File: src/rtl/bch_enc_pkg.sv
// Shared constants, FSM state type and helpers for the streaming BCH encoder.
package bch_enc_pkg;

    // t=2 BCH generator over GF(2^7), primitive polynomial x^7+x^3+1
    localparam logic [14:0] GPOLY_DEF = 15'h4377;

    typedef enum logic {
        ST_DATA   = 1'b0,
        ST_PARITY = 1'b1
    } state_t;

    function automatic int ceil_div(input int a, input int b);
        return (a + b - 1) / b;
    endfunction

endpackage

File: src/rtl/bch_enc_stream_if.sv
// Valid/ready input and output streams of the BCH encoder.
interface bch_enc_stream_if #(parameter int W = 8);
    logic         in_valid;
    logic         in_ready;
    logic [W-1:0] in_data;
    logic         out_valid;
    logic         out_ready;
    logic [W-1:0] out_data;
    logic         out_last;

    modport slave (
        input  in_valid, in_data, out_ready,
        output in_ready, out_valid, out_data, out_last
    );

    modport master (
        output in_valid, in_data, out_ready,
        input  in_ready, out_valid, out_data, out_last
    );
endinterface

File: src/rtl/bch_lfsr_step.sv
// Folds W message bits (MSB first) into the R-bit division remainder in one cycle.
module bch_lfsr_step
    import bch_enc_pkg::*;
#(
    parameter int         R     = 14,
    parameter int         W     = 8,
    parameter logic [R:0] GPOLY = (R+1)'(GPOLY_DEF)
) (
    input  logic [R-1:0] rem,
    input  logic [W-1:0] data,
    output logic [R-1:0] rem_nxt
);

    logic [R-1:0] r;
    logic         fb;

    always_comb begin
        r  = rem;
        fb = 1'b0;
        for (int i = W - 1; i >= 0; i--) begin
            fb = data[i] ^ r[R-1];
            r  = (r << 1) ^ (fb ? GPOLY[R-1:0] : '0);
        end
        rem_nxt = r;
    end

endmodule

File: src/rtl/bch_enc_stream.sv
// Systematic streaming BCH encoder: echoes K/W data beats, then appends ceil(R/W) parity beats.
module bch_enc_stream
    import bch_enc_pkg::*;
#(
    parameter int         K     = 112,
    parameter int         R     = 14,
    parameter int         W     = 8,
    parameter logic [R:0] GPOLY = (R+1)'(GPOLY_DEF)
) (
    input logic             clk,
    input logic             rst_n,
    bch_enc_stream_if.slave s
);

    localparam int NB  = K / W;
    localparam int P   = ceil_div(R, W);
    localparam int PW  = P * W;
    localparam int BW  = (NB > 1) ? $clog2(NB) : 1;
    localparam int PCW = (P > 1) ? $clog2(P) : 1;

    state_t         state, state_nxt;
    logic [R-1:0]   rem, rem_step;
    logic [BW-1:0]  bcnt;
    logic [PCW-1:0] pcnt;
    logic           ovld, olast, rdy;
    logic [W-1:0]   odata, par_beat;
    logic [PW-1:0]  par_pad;
    logic           out_free, in_fire, par_load, last_data, last_par;

    assign s.out_valid = ovld;
    assign s.out_data  = odata;
    assign s.out_last  = olast;
    assign s.in_ready  = rdy;

    assign out_free  = !ovld || s.out_ready;
    assign last_data = (bcnt == BW'(NB - 1));
    assign last_par  = (pcnt == PCW'(P - 1));

    bch_lfsr_step #(.R(R), .W(W), .GPOLY(GPOLY)) u_step (
        .rem     (rem),
        .data    (s.in_data),
        .rem_nxt (rem_step)
    );

    // Remainder left-aligned in P*W bits so a short final beat is zero-padded in its LSBs
    always_comb begin
        par_pad  = PW'(rem) << (PW - R);
        par_beat = par_pad[(P - 1 - int'(pcnt)) * W +: W];
    end

    always_ff @(posedge clk or negedge rst_n) begin
        if (!rst_n) state <= ST_DATA;
        else        state <= state_nxt;
    end

    always_comb begin
        state_nxt = state;
        rdy       = 1'b0;
        in_fire   = 1'b0;
        par_load  = 1'b0;
        case (state)
            ST_DATA: begin
                rdy     = out_free;
                in_fire = s.in_valid && out_free;
                if (in_fire && last_data) state_nxt = ST_PARITY;
            end
            ST_PARITY: begin
                par_load = out_free;
                if (par_load && last_par) state_nxt = ST_DATA;
            end
            default: state_nxt = ST_DATA;
        endcase
    end

    always_ff @(posedge clk or negedge rst_n) begin
        if (!rst_n) begin
            ovld  <= 1'b0;
            olast <= 1'b0;
            odata <= '0;
            rem   <= '0;
            bcnt  <= '0;
            pcnt  <= '0;
        end else if (in_fire) begin
            ovld  <= 1'b1;
            olast <= 1'b0;
            odata <= s.in_data;
            rem   <= rem_step;
            bcnt  <= last_data ? '0 : bcnt + 1'b1;
        end else if (par_load) begin
            ovld  <= 1'b1;
            olast <= last_par;
            odata <= par_beat;
            if (last_par) begin
                rem  <= '0;
                pcnt <= '0;
            end else begin
                pcnt <= pcnt + 1'b1;
            end
        end else if (s.out_ready) begin
            ovld  <= 1'b0;
            olast <= 1'b0;
        end
    end

endmodule

File: src/flat_wrapper.sv
// flat-port wrapper written by rule: the top's interface ports become plain ports
module bch_enc_stream_flat import bch_enc_pkg::*;
#(
    parameter int         K     = 112,
    parameter int         R     = 14,
    parameter int         W     = 8,
    parameter logic [R:0] GPOLY = (R+1)'(GPOLY_DEF)
)
  (clk, rst_n, s_in_valid, s_in_data, s_out_ready, s_in_ready, s_out_valid, s_out_data, s_out_last);
  bch_enc_stream_if #(.W(W)) s_i ();
  input logic clk;
  input logic rst_n;
  input wire logic [$bits(s_i.in_valid)-1:0] s_in_valid;
  input wire logic [$bits(s_i.in_data)-1:0] s_in_data;
  input wire logic [$bits(s_i.out_ready)-1:0] s_out_ready;
  output wire logic [$bits(s_i.in_ready)-1:0] s_in_ready;
  output wire logic [$bits(s_i.out_valid)-1:0] s_out_valid;
  output wire logic [$bits(s_i.out_data)-1:0] s_out_data;
  output wire logic [$bits(s_i.out_last)-1:0] s_out_last;
  assign s_i.in_valid = s_in_valid;
  assign s_i.in_data = s_in_data;
  assign s_i.out_ready = s_out_ready;
  assign s_in_ready = s_i.in_ready;
  assign s_out_valid = s_i.out_valid;
  assign s_out_data = s_i.out_data;
  assign s_out_last = s_i.out_last;
  bch_enc_stream #(.K(K), .R(R), .W(W), .GPOLY(GPOLY)) u_core (.clk(clk), .rst_n(rst_n), .s(s_i));
endmodule
File: config.mk
export PLATFORM = sky130hd
export DESIGN_NAME = bch_enc_stream_flat
export DESIGN_NICKNAME = d
export VERILOG_FILES = /design/src/rtl/bch_enc_pkg.sv /design/src/rtl/bch_enc_stream_if.sv /design/src/rtl/bch_lfsr_step.sv /design/src/rtl/bch_enc_stream.sv /design/src/flat_wrapper.sv
export SDC_FILE = /design/constraint.sdc
export NUM_CORES = 1
export LEC_CHECK = 0
export BUFFER_PORTS_ARGS = -buffer_cell sky130_fd_sc_hd__buf_4
export CAP_MARGIN = 10
export CORE_MARGIN = 2
export CORE_UTILIZATION = 55
export CTS_CLUSTER_SIZE = 40
export DETAILED_ROUTE_END_ITERATION = 16
export HOLD_SLACK_MARGIN = 0.15
export PLACE_DENSITY = 0.76
export SYNTH_ARGS = -nofsm -noshare
export SYNTH_HDL_FRONTEND = slang
export SYNTH_HIERARCHICAL = 1
export SYNTH_SLANG_ARGS = --single-unit
File: constraint.sdc
create_clock -name clk -period 3.4 [get_ports clk]
set_input_delay 0.85 -clock clk [delete_from_list [all_inputs] [get_ports clk]]
set_output_delay 0.85 -clock clk [all_outputs]
set_load 0.03 [all_outputs]
# Yosys cells after proc, flatten, opt, wreduce, memory -nomap -nowiden

Index checks and enable logic that the tools add are counted.
Widths: inputs -> output; s select.

Add/sub/neg operators: 3
Eq/ne operators: 1
Shift operators: 1
Mux-type cells: 26
Bitwise operators: 18
Reduce and logical (&&, ||, !) cells: 10

Operators with widths:

| cell                | count |
|---|---|
| $xor 14x10->14      | 6 |
| $mux 10             | 8 |
| $mux 14             | 3 |
| $shiftx 16x32->8    | 1 |
| $xor 14x14->14      | 2 |
| $mux 8              | 2 |
| $mux 1              | 11 |
| $xor 1x1->1         | 8 |
| $add 4x1->4 const B | 1 |
| $eq 4x4->1 const B  | 1 |
| $mux 4              | 1 |
| $reduce_and 2->1    | 2 |
| $reduce_bool 2->1   | 2 |
| $logic_and 1x1->1   | 3 |
| $reduce_bool 3->1   | 1 |
| $not 1->1           | 2 |
| $pmux 1 s2          | 1 |
| $sub 1x1->2 const A | 1 |
| $add 1x1->1 const B | 1 |
| $logic_not 1->1     | 1 |
| $logic_or 1x1->1    | 1 |

Bits in registers: 30
Input port bits: 12
Output and inout port bits: 11
Logic and storage cells: 66

# Longest topological paths before layout

Gate-level depths: netlist of the first run.

Word-level depth: 25
Mapped depth: 5
Depth with buffers taken out: 5

# Modules after synthesis

The synthesis of the first run kept the hierarchy.

By module, submodules not included:

| module         | times used | cells an instance | area each (um2) | sequential area each (um2) |
|---|---|---|---|---|
| bch_enc_stream | 1          | 106               | 1317.5          | 750.7 |
| bch_lfsr_step  | 1          | 42                | 508.0           | 0.0 |

# Worst setup path after synthesis of the first run

Ideal clock, no wire load.

Kind: input-to-reg
Start: in s_in_data[7]
End: reg u_core.rem[9]
Library setup time: 0.121 ns
Arrival time: 2.379 ns
Required time: 3.279 ns
Path slack: 0.900 ns
Cell stages on the path: 5
Buffers on the path: 0
Cells stage by stage: xnor2_2 xnor3_2 xor2_2 xnor3_1 a22o_1

Cells in the longest elaborated chain, start to end: 13

Ends and longest elaborated chain:

| item                             | RTL line             | source |
|---|---|---|
| from (decl)                      | flat_wrapper.sv:14   | `input wire logic [$bits(s_i.in_data)-1:0] s_in_data;` |
| $xor 1x1->1 (*)                  | bch_lfsr_step.sv:21  | `fb = data[i] ^ r[R-1];` |
| $mux 10 (*)                      | bch_lfsr_step.sv:22  | `r = (r << 1) ^ (fb ? GPOLY[R-1:0] : '0);` |
| $xor 14x10->14 (*) (6 in series) | bch_lfsr_step.sv:22  |  |
| $xor 1x1->1                      | bch_lfsr_step.sv:21  |  |
| $mux 10                          | bch_lfsr_step.sv:22  |  |
| $xor 14x14->14 (*) (2 in series) | bch_lfsr_step.sv:22  |  |
| net u_core.rem_step[9]           | bch_enc_stream.sv:22 | `logic [R-1:0] rem, rem_step;` |
| $mux 14 (*)                      | bch_enc_stream.sv:83 | `end else if (in_fire) begin` |
| to (signal assigned)             | bch_enc_stream.sv:87 | `rem <= rem_step;` |
| to (decl)                        | bch_enc_stream.sv:22 |  |

Mark *: on every way through the listed nets, which the timed path passes. The rest lies on a longest branch.
A chain may end at the register's enable or synchronous reset.

# Final worst setup path of the first run

Ends and elaborated chain as after synthesis.

==> results, run 1 <==
- The flow ran to the end, and the final reports show no timing, DRC or antenna violations.
- The mean number of vias per cell is 5.912.
- The hold violation total from the final report is 0.
- The count of yosys warnings during synthesis is 6.
- The share of the clock period used by the worst path is 71.91%.
- The layout overhead on the synthesized area is 14.46%.
- Summing every instance area after synthesis gives 0.001826 mm².
- The number of max-slew violations in the final report is 0.
- The register area is 750.7 µm².
- The first detailed-routing pass ran for 4 iterations.
- Across all register-to-register paths, the minimum setup slack is 1.10 ns.
- The number of filler cells placed in the layout is 257.
- In this run the vertical extent of the chip is 61.61 µm.
- TritonCTS built the clock tree.
- The tree is rooted in a clkbuf_4.
- Summed over all nets, the half-perimeter wirelength after detailed placement is 2.622 mm.
- The post-route netlist has 26.59% of its cells at a drive strength greater than 1.
- The die outline area is 0.003796 mm².
- Between clock sinks in the finished design, the worst skew comes to 0.01726 ns.
- The routed wire length is 3.863 mm.
- The number of gates resized after CTS is 0.
- The violation count after the first detailed-routing iteration is 65.
- Buffers added to address setup during post-CTS repair amount to 0.
- In the routed design, unresolved DRC markers number 0.
- The global-route usage over all layers is 23.64%.
- The number of distinct library cells after synthesis is 39.
- Clock-pin slew was measured on the worst setup and hold paths at 0.11 ns.
- Of the synthesized area, sequential elements account for 41.12%.
- The critical path in this run is classified as primary input to flip-flop.
- The share of async-settable or async-resettable flops after synthesis is 100.0%.
- For the final routed database, the setup TNS stands at 0 ns.
- Entering global routing, the biggest net connects 31 pins.
- Setup repair after global routing left no endpoint under its margin.
- At the worst endpoint, the arrival time is 2.69 ns.
- Once detail routing completed, the nets flagged for antenna violations numbered 0.
- Max-cap violations in this run came to 0.
- The first-pass GRT wire length is 6.382 mm.
- The final setup violation count is 0.
- The worst hold path class is primary input to asynchronous set/reset pin.
- The transition at the pin with the smallest max-transition slack is 1.076 ns.
- The initial core utilization is 58.83%.
- The maximum buffer depth of the clock tree is 2.
- The initial antenna violation count is 0.
- The final layout contains 184 nets.
- The worst pin sits at a relative slew slack of 27.50%.
- The met2 capacity usage during global routing is 35.79%.
- The via total after detailed routing is 1283.
- In the synthesized netlist, the number of instances is 148.
- The number of hold buffers added after cts is 0.
- The primary flip-flop cell chosen by synthesis mapping is dfrtp_1.
- After detailed routing, the average wire length per cell comes to 17.80 µm.
- Counting every net in the synthesized netlist gives 160.
- During placement, the flow inserted port buffers numbering 22.
- For the worst-skew pair, the clock arrives at the later sink with an insertion delay of 0.34 ns.
- The H-tree was split into 2 levels.
- The CTS buffer count is 5.
- The number of antenna diodes in the final layout is 0.
- The multi-input combinational cells in the finished layout cover a total of 0.001015 mm².
- Derived from the worst setup path, the maximum achievable clock frequency is 409.0 MHz.
- At the end of routability-driven placement, the weighted congestion stood at 0.8018.
- The floorplan has 20 rows.
- For the worst setup path, the data required time is 3.64 ns.
- The fraction of met1 tracks used by global routing is 30.27%.
- The via count of the first global-routing pass is 1313.
- The total area inside the core boundary comes to 0.003103 mm².
- For this design the top-level I/O count stands at 23.
- Counting every sink on the clock net gives 30.
- For this run the aggregate overflow at the end of global routing stands at 0.
- The highest fanout seen on the critical path is 4.
- For this run, global-route usage on met3 was measured as 8.403%.
- The synthesized design contains 30 register bits.
- STA classifies the critical path startpoint as a primary input.
- The capturing element type of the critical path is a flip-flop.
- The average instance in the mapped netlist occupies 12.33 µm².
- The global-route layer with the greatest usage is met2.
- The final critical delay including setup and external delays is 2.445 ns.
- The number of flops mapped to enable cells by yosys is 0.
- The floorplan step set the die width to 61.61 µm.
==> state kept, by name (all words and copies together), names as in the netlist <==
signal,flops
u_core/rem,14
u_core/s.out_data,8
u_core/bcnt,4
u_core/last_par,1
u_core/s.out_last,1
u_core/s.out_valid,1
u_core/state,1
==> through the flow <==
stage               hold WS [ns]  cell area (µm²)  std cells  util [%]  setup WS [ns]
finish                    0.4142             2090        217     67.34         0.9552
global route              0.4118             2090        217     67.34         0.9139
CTS                       0.4274             2090        217     67.34         0.9691
detailed placement        0.4962             2012        209     64.84         0.6097
global placement          0.4976             2012        209     64.84         0.7198
floorplan                 0.4816             1826        148         -         0.9002
==> cell usage in the layout (no fill, tap or decap), types with 3 or more instances in the layout <==
master,Yosys,layout
dfrtp_1,30,30
buf_4,3,24
xnor2_1,19,19
a22o_1,14,14
xor2_1,11,11
nand2b_1,6,6
mux2i_1,6,6
nor3_1,6,6
a221o_1,6,6
clkbuf_4,0,5
nor2_1,4,4
xnor2_2,3,3
xnor3_1,3,3
==> cell usage after synthesis (all sizes together) (4+ instances only) <==
cell | number | area, µm²
mux2i | 6 | 60.06
a22o | 14 | 122.6
xnor2 | 24 | 270.3
xor2 | 13 | 128.9
nor2 | 4 | 15.01
nand2b | 6 | 37.54
a221o | 6 | 60.06
dfrtp | 30 | 750.7
nor3 | 6 | 30.03
buf | 7 | 48.79
xnor3 | 5 | 115.1
==> final timing paths <==
check / startpoint / to / depth (start not counted)
max: s_in_data[7] / u_core/rem[9] / 6
min reg2reg: u_core/s.out_data[6] / u_core/s.out_data[6] / 1
min: rst_n / u_core/s.out_data[3] / 1
max reg2reg: u_core/rem[13] / u_core/rem[9] / 5
min in group clk: u_core/s.out_data[6] / u_core/s.out_data[6] / 1
max in group asynchronous: rst_n / u_core/rem[4] / 1
==> worst max-delay path, stage by stage <==
cell,delay (ns)
buf_4,0.12
xnor2_2,0.33
xnor3_2,0.50
xor2_2,0.30
xnor3_1,0.37
a22o_1,0.21
==> per-layer routing <==
layer  up-vias  routed length (µm)
met4         0                  42
met3         8                 289
met2        44                1883
met5         -                   0
met1       648                1647
li1        583                   -
==> area by class of cell <==
class / instances / area share, %
multi-input combinational: 108 / 48.56
sequential: 30 / 35.93
timing repair buffer: 24 / 8.623
tap: 44 / 2.635
clock inverter: 3 / 1.916
clock buffer: 5 / 1.796
inverter: 3 / 0.5389
==> cells by family (layout without fill, tap and decap cells) <==
group                     Yosys count  in the layout  synth area share, %
AOI/OAI and AO/OA                  33             33                15.22
and+or+nand+nor                    25             25                7.677
xor gates and xnor gates           42             42                28.17
muxes                               8              8                4.524
buffers and inverters              10             35                3.290
DFF                                30             30                41.12
Power of run 1 is not shown: default switching activity piles up to over one toggle a cycle in this logic, so the estimate is an artifact.
==> run 2, diff against run 1 <==
- ABC_AREA: default -> 1
- PLACE_DENSITY: 0.76 -> 0.75
- clock period: 3.4 -> 2.51 ns (I/O delays scaled with it)
==> results, run 2 <==
- Status: completed (unchanged).
- The number of clock sinks is 30 (unchanged).
- The post-synthesis area per instance is 6.721 µm² (was 12.33 µm²).
- Most used cells in the layout excluding fill and tap cells: nand2_1 (166), nand3_1 (37), dfrtp_1 (30) (was dfrtp_1 (30), buf_4 (24), xnor2_1 (19)).
- The worst-case register-to-register setup slack is 0.73 ns (was 1.10 ns).
- The final core area utilization came to 64.16% (was 67.34%).
- The clock edge transition at the registers on the reported setup and hold paths came to 0.07 ns (was 0.11 ns).
- The post-synthesis instance area came to 0.002205 mm² (was 0.001826 mm²).
- The antenna diode instance count came to 0 (unchanged).
- The count of yosys warnings during synthesis was 6 (unchanged).
- The number of instances in the synthesized netlist is 328 (was 148).
- The worst hold path class is primary input to asynchronous set/reset pin (unchanged).
- The worst-case clock skew was 0.006459 ns (was 0.01726 ns).
- The post-synthesis register bit count is 30 (unchanged).
- The fraction of layout instances using a drive strength above 1 is 17.38% (was 26.59%).
- The HPWL after detailed placement is 3.620 mm (was 2.622 mm).
- The wire length per cell after detailed routing was 12.29 µm (was 17.80 µm).
- The first-pass GRT wire length is 7.859 mm (was 6.382 mm).
- The horizontal die dimension came to 67.31 µm (was 61.61 µm).
- The global-route usage over all layers is 23.66% (was 23.64%).
- The class of the most critical setup path was flip-flop to flip-flop (was primary input to flip-flop).
- The number of hold buffers added after cts was 0 (unchanged).
- Among the stages of the critical path, the cell type that occurs most often is nand2_1.
- The CTS buffer count is 5 (unchanged).
- The final worst-path setup slack was 0.7259 ns (was 0.9552 ns).
- The number of detailed-route iterations in the first pass came to 4 (unchanged).
- The remaining max-slew budget at the tightest pin is 68.75% (was 27.50%).
- The floorplan core area came to 0.003914 mm² (was 0.003103 mm²).
- The violation count after the first detailed-routing iteration is 133 (was 65).
- The initial core utilization is 56.33% (was 58.83%).
- Dividing total power by cell area gives a power density of 1390 mW/mm².
- The maximum number of pins on one net before global-route repair came to 31 (unchanged).
- The layout overhead on the synthesized area is 13.90% (was 14.46%).
- The primary flip-flop cell chosen by synthesis mapping is dfrtp_1 (unchanged).
- The number of routed nets with antenna violations is 0 (unchanged).
- The worst setup timing slack at the placement stage came to 0.4845 ns (was 0.6097 ns).
- The remaining design rule violation count was 0 (unchanged).
- The worst-case IR drop observed on VDD is 0.6576 mV.
- The cell with the largest stage delay on the worst path is dfrtp_1 (was xnor3_2).
- The clock insertion delay at the later pin of the skew report was 0.29 ns (was 0.34 ns).
- The kind of cell with the highest combined delay on the critical path is simple AND/OR/NAND/NOR gates (was XOR/XNOR gates).
- The capturing element type of the critical path is a flip-flop (unchanged).
- The endpoint arrival time on the critical path is 1.97 ns (was 2.69 ns).
- The die outline area was 0.004531 mm² (was 0.003796 mm²).
- The sum of overflow across all layers after global routing is 0 (unchanged).
- The mean number of vias per cell is 5.020 (was 5.912).
- The count of buffers inserted at the top-level ports came to 22 (unchanged).
- The fraction of the yosys area taken by sequential cells was 34.05% (was 41.12%).
- The register with the most flip-flops is u_core/rem (unchanged).
- The clock tree from TritonCTS is done (unchanged).
- The final layout net count is 362 (was 184).
- The maximum cell stage delay along the critical path is 0.43 ns (was 0.50 ns).
- The final setup violation count is 0 (unchanged).
- The required time of the worst setup path is 2.70 ns (was 3.64 ns).
- The number of max-capacitance violations reported is 0 (unchanged).
- The share of async-settable or async-resettable flops after synthesis is 100.0% (unchanged).
- The transition at the pin with the smallest max-transition slack is 0.4681 ns (was 1.076 ns).
- Unrepaired setup endpoints after global routing: false (unchanged).
- The smallest hold slack is 0.2517 ns (was 0.4142 ns).
- The site row count is 23 (was 20).
- Top cells by area, synth: dfrtp_1 (34%), nand2_1 (28%), nand3_1 (8.4%), xor2_1 (4.4%), inv_1 (4.3%) (was dfrtp_1 (41%), xnor2_1 (9.1%), a22o_1 (6.7%), xor2_1 (5.3%), xnor3_1 (3.7%)).
- The flip-flop count of the largest register, all copies and words added is 14 (unchanged).
- The number of distinct library cells after synthesis came to 24 (was 39).
- The number of gates resized after CTS is 0 (unchanged).
- The worst path buffer plus inverter count is 2 (was 1).
- CP cell instances: inv_1 > nand2_1 > nand2_1 > nand2_1 > nand2_1 > nand2_1 > nand2_1 > nand3_1 > nand2_1 > nand2_1 > nand2_1 > inv_1 > nand2_1 > nand2_1 (was buf_4 > xnor2_2 > xnor3_2 > xor2_2 > xnor3_1 > a22o_1).
- The clock root buffer is clkbuf_8 (was clkbuf_4).
- The routed wire length was 4.927 mm (was 3.863 mm).
- The number of top-level pins is 23 (unchanged).
- The most frequently used cell type in the post-synthesis netlist is nand2_1 (was dfrtp_1).
- The number of H-tree levels is 2 (unchanged).
- The setup TNS after final layout is 0 ns (unchanged).
- The kind of start point of the critical path was a flip-flop (was primary input).
- The hold violation total from the final report is 0 (unchanged).
- The number of buffers inserted by post-CTS setup repair is 0 (unchanged).
- The cell taking the most area after synthesis is dfrtp_1 (unchanged).
- The highest attainable clock frequency is 560.5 MHz.
- The total power consumption of the routed design is 3.491 mW.
- The highest fanout seen on the critical path is 5 (was 4).
- The clock period could shrink to 1.784 ns.
- The initial antenna violation count is 0 (unchanged).
- The via count of the first global-routing pass is 1744 (was 1313).
- Top cells by instance count after synthesis: nand2_1 (166), nand3_1 (37), dfrtp_1 (30), inv_1 (25), xor2_1 (11) (was dfrtp_1 (30), xnor2_1 (19), a22o_1 (14), xor2_1 (11)).
- The share of the clock period used by the worst path is 71.08%.
- Summed over all cells, the static leakage comes to 1.453 nW.
- The maximum buffer depth of the clock tree is 2 (unchanged).
- The most common cell after layout, fill and taps aside is nand2_1 (was dfrtp_1).
- The number of max-slew violations in the final report is 0 (unchanged).
- The via total after detailed routing is 2013 (was 1283).
- The net count after synthesis is 340 (was 160).
- The number of flops mapped to enable cells by yosys is 0 (unchanged).
- The overall die height is 67.31 µm (was 61.61 µm).
- The proportion of netlist area held by the largest area contributor is 34.05% (was 41.12%).
- The routability congestion estimate from global placement is 0.8663 (was 0.8018).
-- run 2: changes by cell type after synthesis, moves of 4 or more --
cell,delta
a221o_1,-6
a22o_1,-14
inv_1,+23
inv_2,+5
mux2i_1,-6
nand2_1,+165
nand2_2,+7
nand2_4,+8
nand2b_1,-4
nand3_1,+36
nor3_1,-6
o21ai_0,+4
xnor2_1,-15
-- run 2: layout make-up --
class,count,area [µm²]
fillers,381,1403
clock inverters,2,60.06
inverters,35,138.9
multi-input cells,255,1244
repair buffers,23,172.7
clock buffers,6,82.58
well taps,50,62.56
flip-flops and latches,30,750.7
-- run 2: per-stage QoR --
step	cells	area [µm²]
2_1_floorplan	328	2205
3_3_place_gp	393	2369
3_5_place_dp	393	2369
4_1_cts	401	2511
5_1_grt	401	2511
6_report	401	2511
-- run 2: worst paths after layout --
check | startpoint | end | cells after the start
max | u_core/rem[11] | u_core/rem[8] | 14
min | rst_n | u_core/s.out_data[0] | 1
max reg2reg | u_core/rem[11] | u_core/rem[8] | 14
min reg2reg | u_core/s.out_data[1] | u_core/s.out_data[1] | 2
max in group asynchronous | rst_n | u_core/rem[5] | 1
min in group clk | u_core/s.out_data[1] | u_core/s.out_data[1] | 2
-- run 2: where the power goes --
group | internal [mW] | switching, mW
clock | 0.423 | 0.197
combinational | 0.728 | 1.27
sequential | 0.668 | 0.209
total | 1.82 | 1.67
-- run 2: logic make-up after synthesis --
kind of cell / count (synthesis) / synth area share [%]
buf+inv: 43 / 9.534
xor+xnor: 18 / 8.683
flops: 30 / 34.05
compound gates: 7 / 1.759
simple gates: 230 / 45.97
-- run 2: routing by layer --
layer / routed length (µm) / global-route usage [%] / part of all wire, % / vias up
met5: 0 / 0 / 0 / -
met4: 69 / 9.439 / 1.4 / 0
met3: 258 / 5.500 / 5.2 / 6
met2: 2302 / 38.24 / 47 / 51
met1: 2296 / 30.54 / 47 / 910
li1: - / - / - / 1046
Power figures use the tool's default switching activity.
==> run 3, diff against run 2 <==
- clock period: 2.51 -> 1.85 ns (I/O delays scaled with it)
==> results, run 3 (synthesized netlist as in run 2, its figures left out) <==
- Status: completed (unchanged).
- The highest attainable clock frequency was 578.9 MHz (was 560.5 MHz).
- The number of max-capacitance violations reported is 0 (unchanged).
- The layout overhead on the synthesized area came to 13.22% (was 13.90%).
- The worst-case clock skew is 0.004362 ns (was 0.006459 ns).
- The clock insertion delay at the later pin of the skew report is 0.28 ns (was 0.29 ns).
- The site row count is 23 (unchanged).
- The via count of the first global-routing pass is 1766 (was 1744).
- The routed wire length is 4.802 mm (was 4.927 mm).
- The number of clock sinks is 30 (unchanged).
- The share of the clock period used by the worst path is 93.37% (was 71.08%).
- Most used cells in the layout excluding fill and tap cells: nand2_1 (166), nand3_1 (37), dfrtp_1 (30) (unchanged).
- The number of filler cells placed in the layout came to 383 (was 381).
- The number of buffers inserted by post-CTS setup repair is 0 (unchanged).
- The number of gates resized after CTS is 0 (unchanged).
- The first-pass GRT wire length is 7.976 mm (was 7.859 mm).
- The HPWL after detailed placement came to 3.640 mm (was 3.620 mm).
- The final layout net count is 366 (was 362).
- The kind of start point of the critical path is a flip-flop (unchanged).
- The met2 capacity usage during global routing was 38.61% (was 38.24%).
- The most common cell after layout, fill and taps aside is nand2_1 (unchanged).
- The remaining max-slew budget at the tightest pin is 70.18% (was 68.75%).
- The clock tree from TritonCTS is done (unchanged).
- The sum of overflow across all layers after global routing was 0 (unchanged).
- The number of detailed-route iterations in the first pass is 4 (unchanged).
- The die outline area came to 0.004531 mm² (unchanged).
- The flip-flop count of the largest register, all copies and words added came to 14 (unchanged).
- The final critical delay including setup and external delays was 1.727 ns (was 1.784 ns).
- The leakage power was 1.447 nW (was 1.453 nW).
- The class of the most critical setup path is flip-flop to flip-flop (unchanged).
- The final cell area excluding filler cells is 0.002496 mm² (was 0.002511 mm²).
- The violation count after the first detailed-routing iteration is 106 (was 133).
- The setup TNS after final layout is 0 ns (unchanged).
- The endpoint arrival time on the critical path came to 1.90 ns (was 1.97 ns).
- The smallest hold slack is 0.4159 ns (was 0.2517 ns).
- The worst hold path class is primary input to flip-flop (was primary input to asynchronous set/reset pin).
- The wire length per cell after detailed routing is 11.86 µm (was 12.29 µm).
- The highest fanout seen on the critical path was 5 (unchanged).
- The maximum number of pins on one net before global-route repair is 31 (unchanged).
- The final setup violation count is 0 (unchanged).
- The antenna diode instance count was 0 (unchanged).
- The power per unit of standard cell area was 1783 mW/mm² (was 1390 mW/mm²).
- Unrepaired setup endpoints after global routing: false (unchanged).
- The mean number of vias per cell came to 4.988 (was 5.020).
- The overall die height was 67.31 µm (unchanged).
- The register with the most flip-flops is u_core/rem (unchanged).
- The remaining design rule violation count was 0 (unchanged).
- The number of hold buffers added after cts was 1 (was 0).
- The floorplan core area came to 0.003914 mm² (unchanged).
- The count of buffers inserted at the top-level ports is 22 (unchanged).
- The CTS buffer count is 5 (unchanged).
- The clock edge transition at the registers on the reported setup and hold paths is 0.07 ns (about the same).
- The capturing element type of the critical path is a flip-flop (unchanged).
- The initial core utilization was 56.33% (unchanged).
- The number of H-tree levels is 2 (unchanged).
- The number of routed nets with antenna violations is 0 (unchanged).
- The number of top-level pins is 23 (unchanged).
- The clock root buffer is clkbuf_8 (unchanged).
- The post-place instance area was 0.002391 mm² (was 0.002369 mm²).
- The met3 global-route usage is 4.500% (was 5.500%).
- The routability congestion estimate from global placement is 0.8835 (was 0.8663).
- The transition at the pin with the smallest max-transition slack is 0.4472 ns (was 0.4681 ns).
- The via total after detailed routing is 2020 (was 2013).
- The required time of the worst setup path was 2.02 ns (was 2.70 ns).
- The fraction of layout instances using a drive strength above 1 came to 18.03% (was 17.38%).
- The initial antenna violation count was 0 (unchanged).
- The fraction of met1 tracks used by global routing is 30.85% (was 30.54%).
- The horizontal die dimension came to 67.31 µm (unchanged).
- The number of max-slew violations in the final report came to 0 (unchanged).
- The global-route usage over all layers is 23.61% (was 23.66%).
- The largest vdd supply drop came to 1.055 mV (was 0.6576 mV).
- The hold violation total from the final report is 0 (unchanged).
- The global-route layer with the greatest usage is met2 (unchanged).
- The maximum buffer depth of the clock tree is 2 (unchanged).
## run 3: cell count changes in the layout (fill, tap and decap cells not counted)
cell           before  now
bufinv_16           2    0
clkinvlp_4          0    1
buf_4              23   26
clkinv_2            0    1
dlygate4sd3_1       0    1
## run 3: critical path, cell delays in order, from the launching register on
cell and delay, ns:
dfrtp_1 0.43, inv_1 0.09, nand2_1 0.06, nand2_2 0.13, nand2_1 0.08, nand2_1 0.11, nand2_1 0.06, nand2_1 0.17
nand3_1 0.12, nand2_1 0.11, nand2_1 0.05, nand2_1 0.06, inv_1 0.04, nand2_1 0.05, nand2_1 0.05
## run 3: through the flow
stage | cells | utilization [%] | setup WS, ns | power [mW]
4_1_cts | 405 | 63.78 | 0.1447 | 4.465
2_1_floorplan | 328 | - | 0.3167 | 3.374
6_report | 405 | 63.78 | 0.1226 | 4.451
3_3_place_gp | 396 | 61.09 | 0.06180 | 3.838
5_1_grt | 405 | 63.78 | 0.002458 | 4.879
3_5_place_dp | 396 | 61.09 | -0.002275 | 3.893
## run 3: final cells by class
type,instances,area (µm²),area share (%)
Sequential cell,30,750.7,30.08
Timing Repair Buffer,27,205.2,8.221
Tap cell,50,62.56,2.506
Clock buffer,6,82.58,3.308
Clock inverter,2,12.51,0.5013
Inverter,35,138.9,5.564
Multi-Input combinational cell,255,1244,49.82
## run 3: power breakdown
group	leakage [nW]	switching [mW]	internal [mW]
registers	0.371	0.285	0.906
logic	1.03	1.69	1.01
clock network	0.0472	0.260	0.299
total	1.45	2.24	2.21
## run 3: routing by layer
metal / share of wire (%) / up-vias
li1: - / 1053
met1: 47 / 919
met2: 47 / 44
met3: 4.5 / 4
met4: 0.77 / 0
met5: 0 / -
## run 3: path summary, 6_finish.rpt
path | from | end | slack, ns | cells after the start
max reg2reg | u_core/rem[11] | u_core/rem[8] | 0.12 | 14
min | s_in_data[2] | u_core/s.out_data[2] | 0.42 | 3
min reg2reg | u_core/s.out_data[1] | u_core/s.out_data[1] | 0.49 | 2
max in group asynchronous | rst_n | u_core/rem[1] | 0.92 | 2
max | u_core/rem[11] | u_core/rem[8] | 0.12 | 14
min in group asynchronous | rst_n | u_core/s.out_data[0] | 0.64 | 2
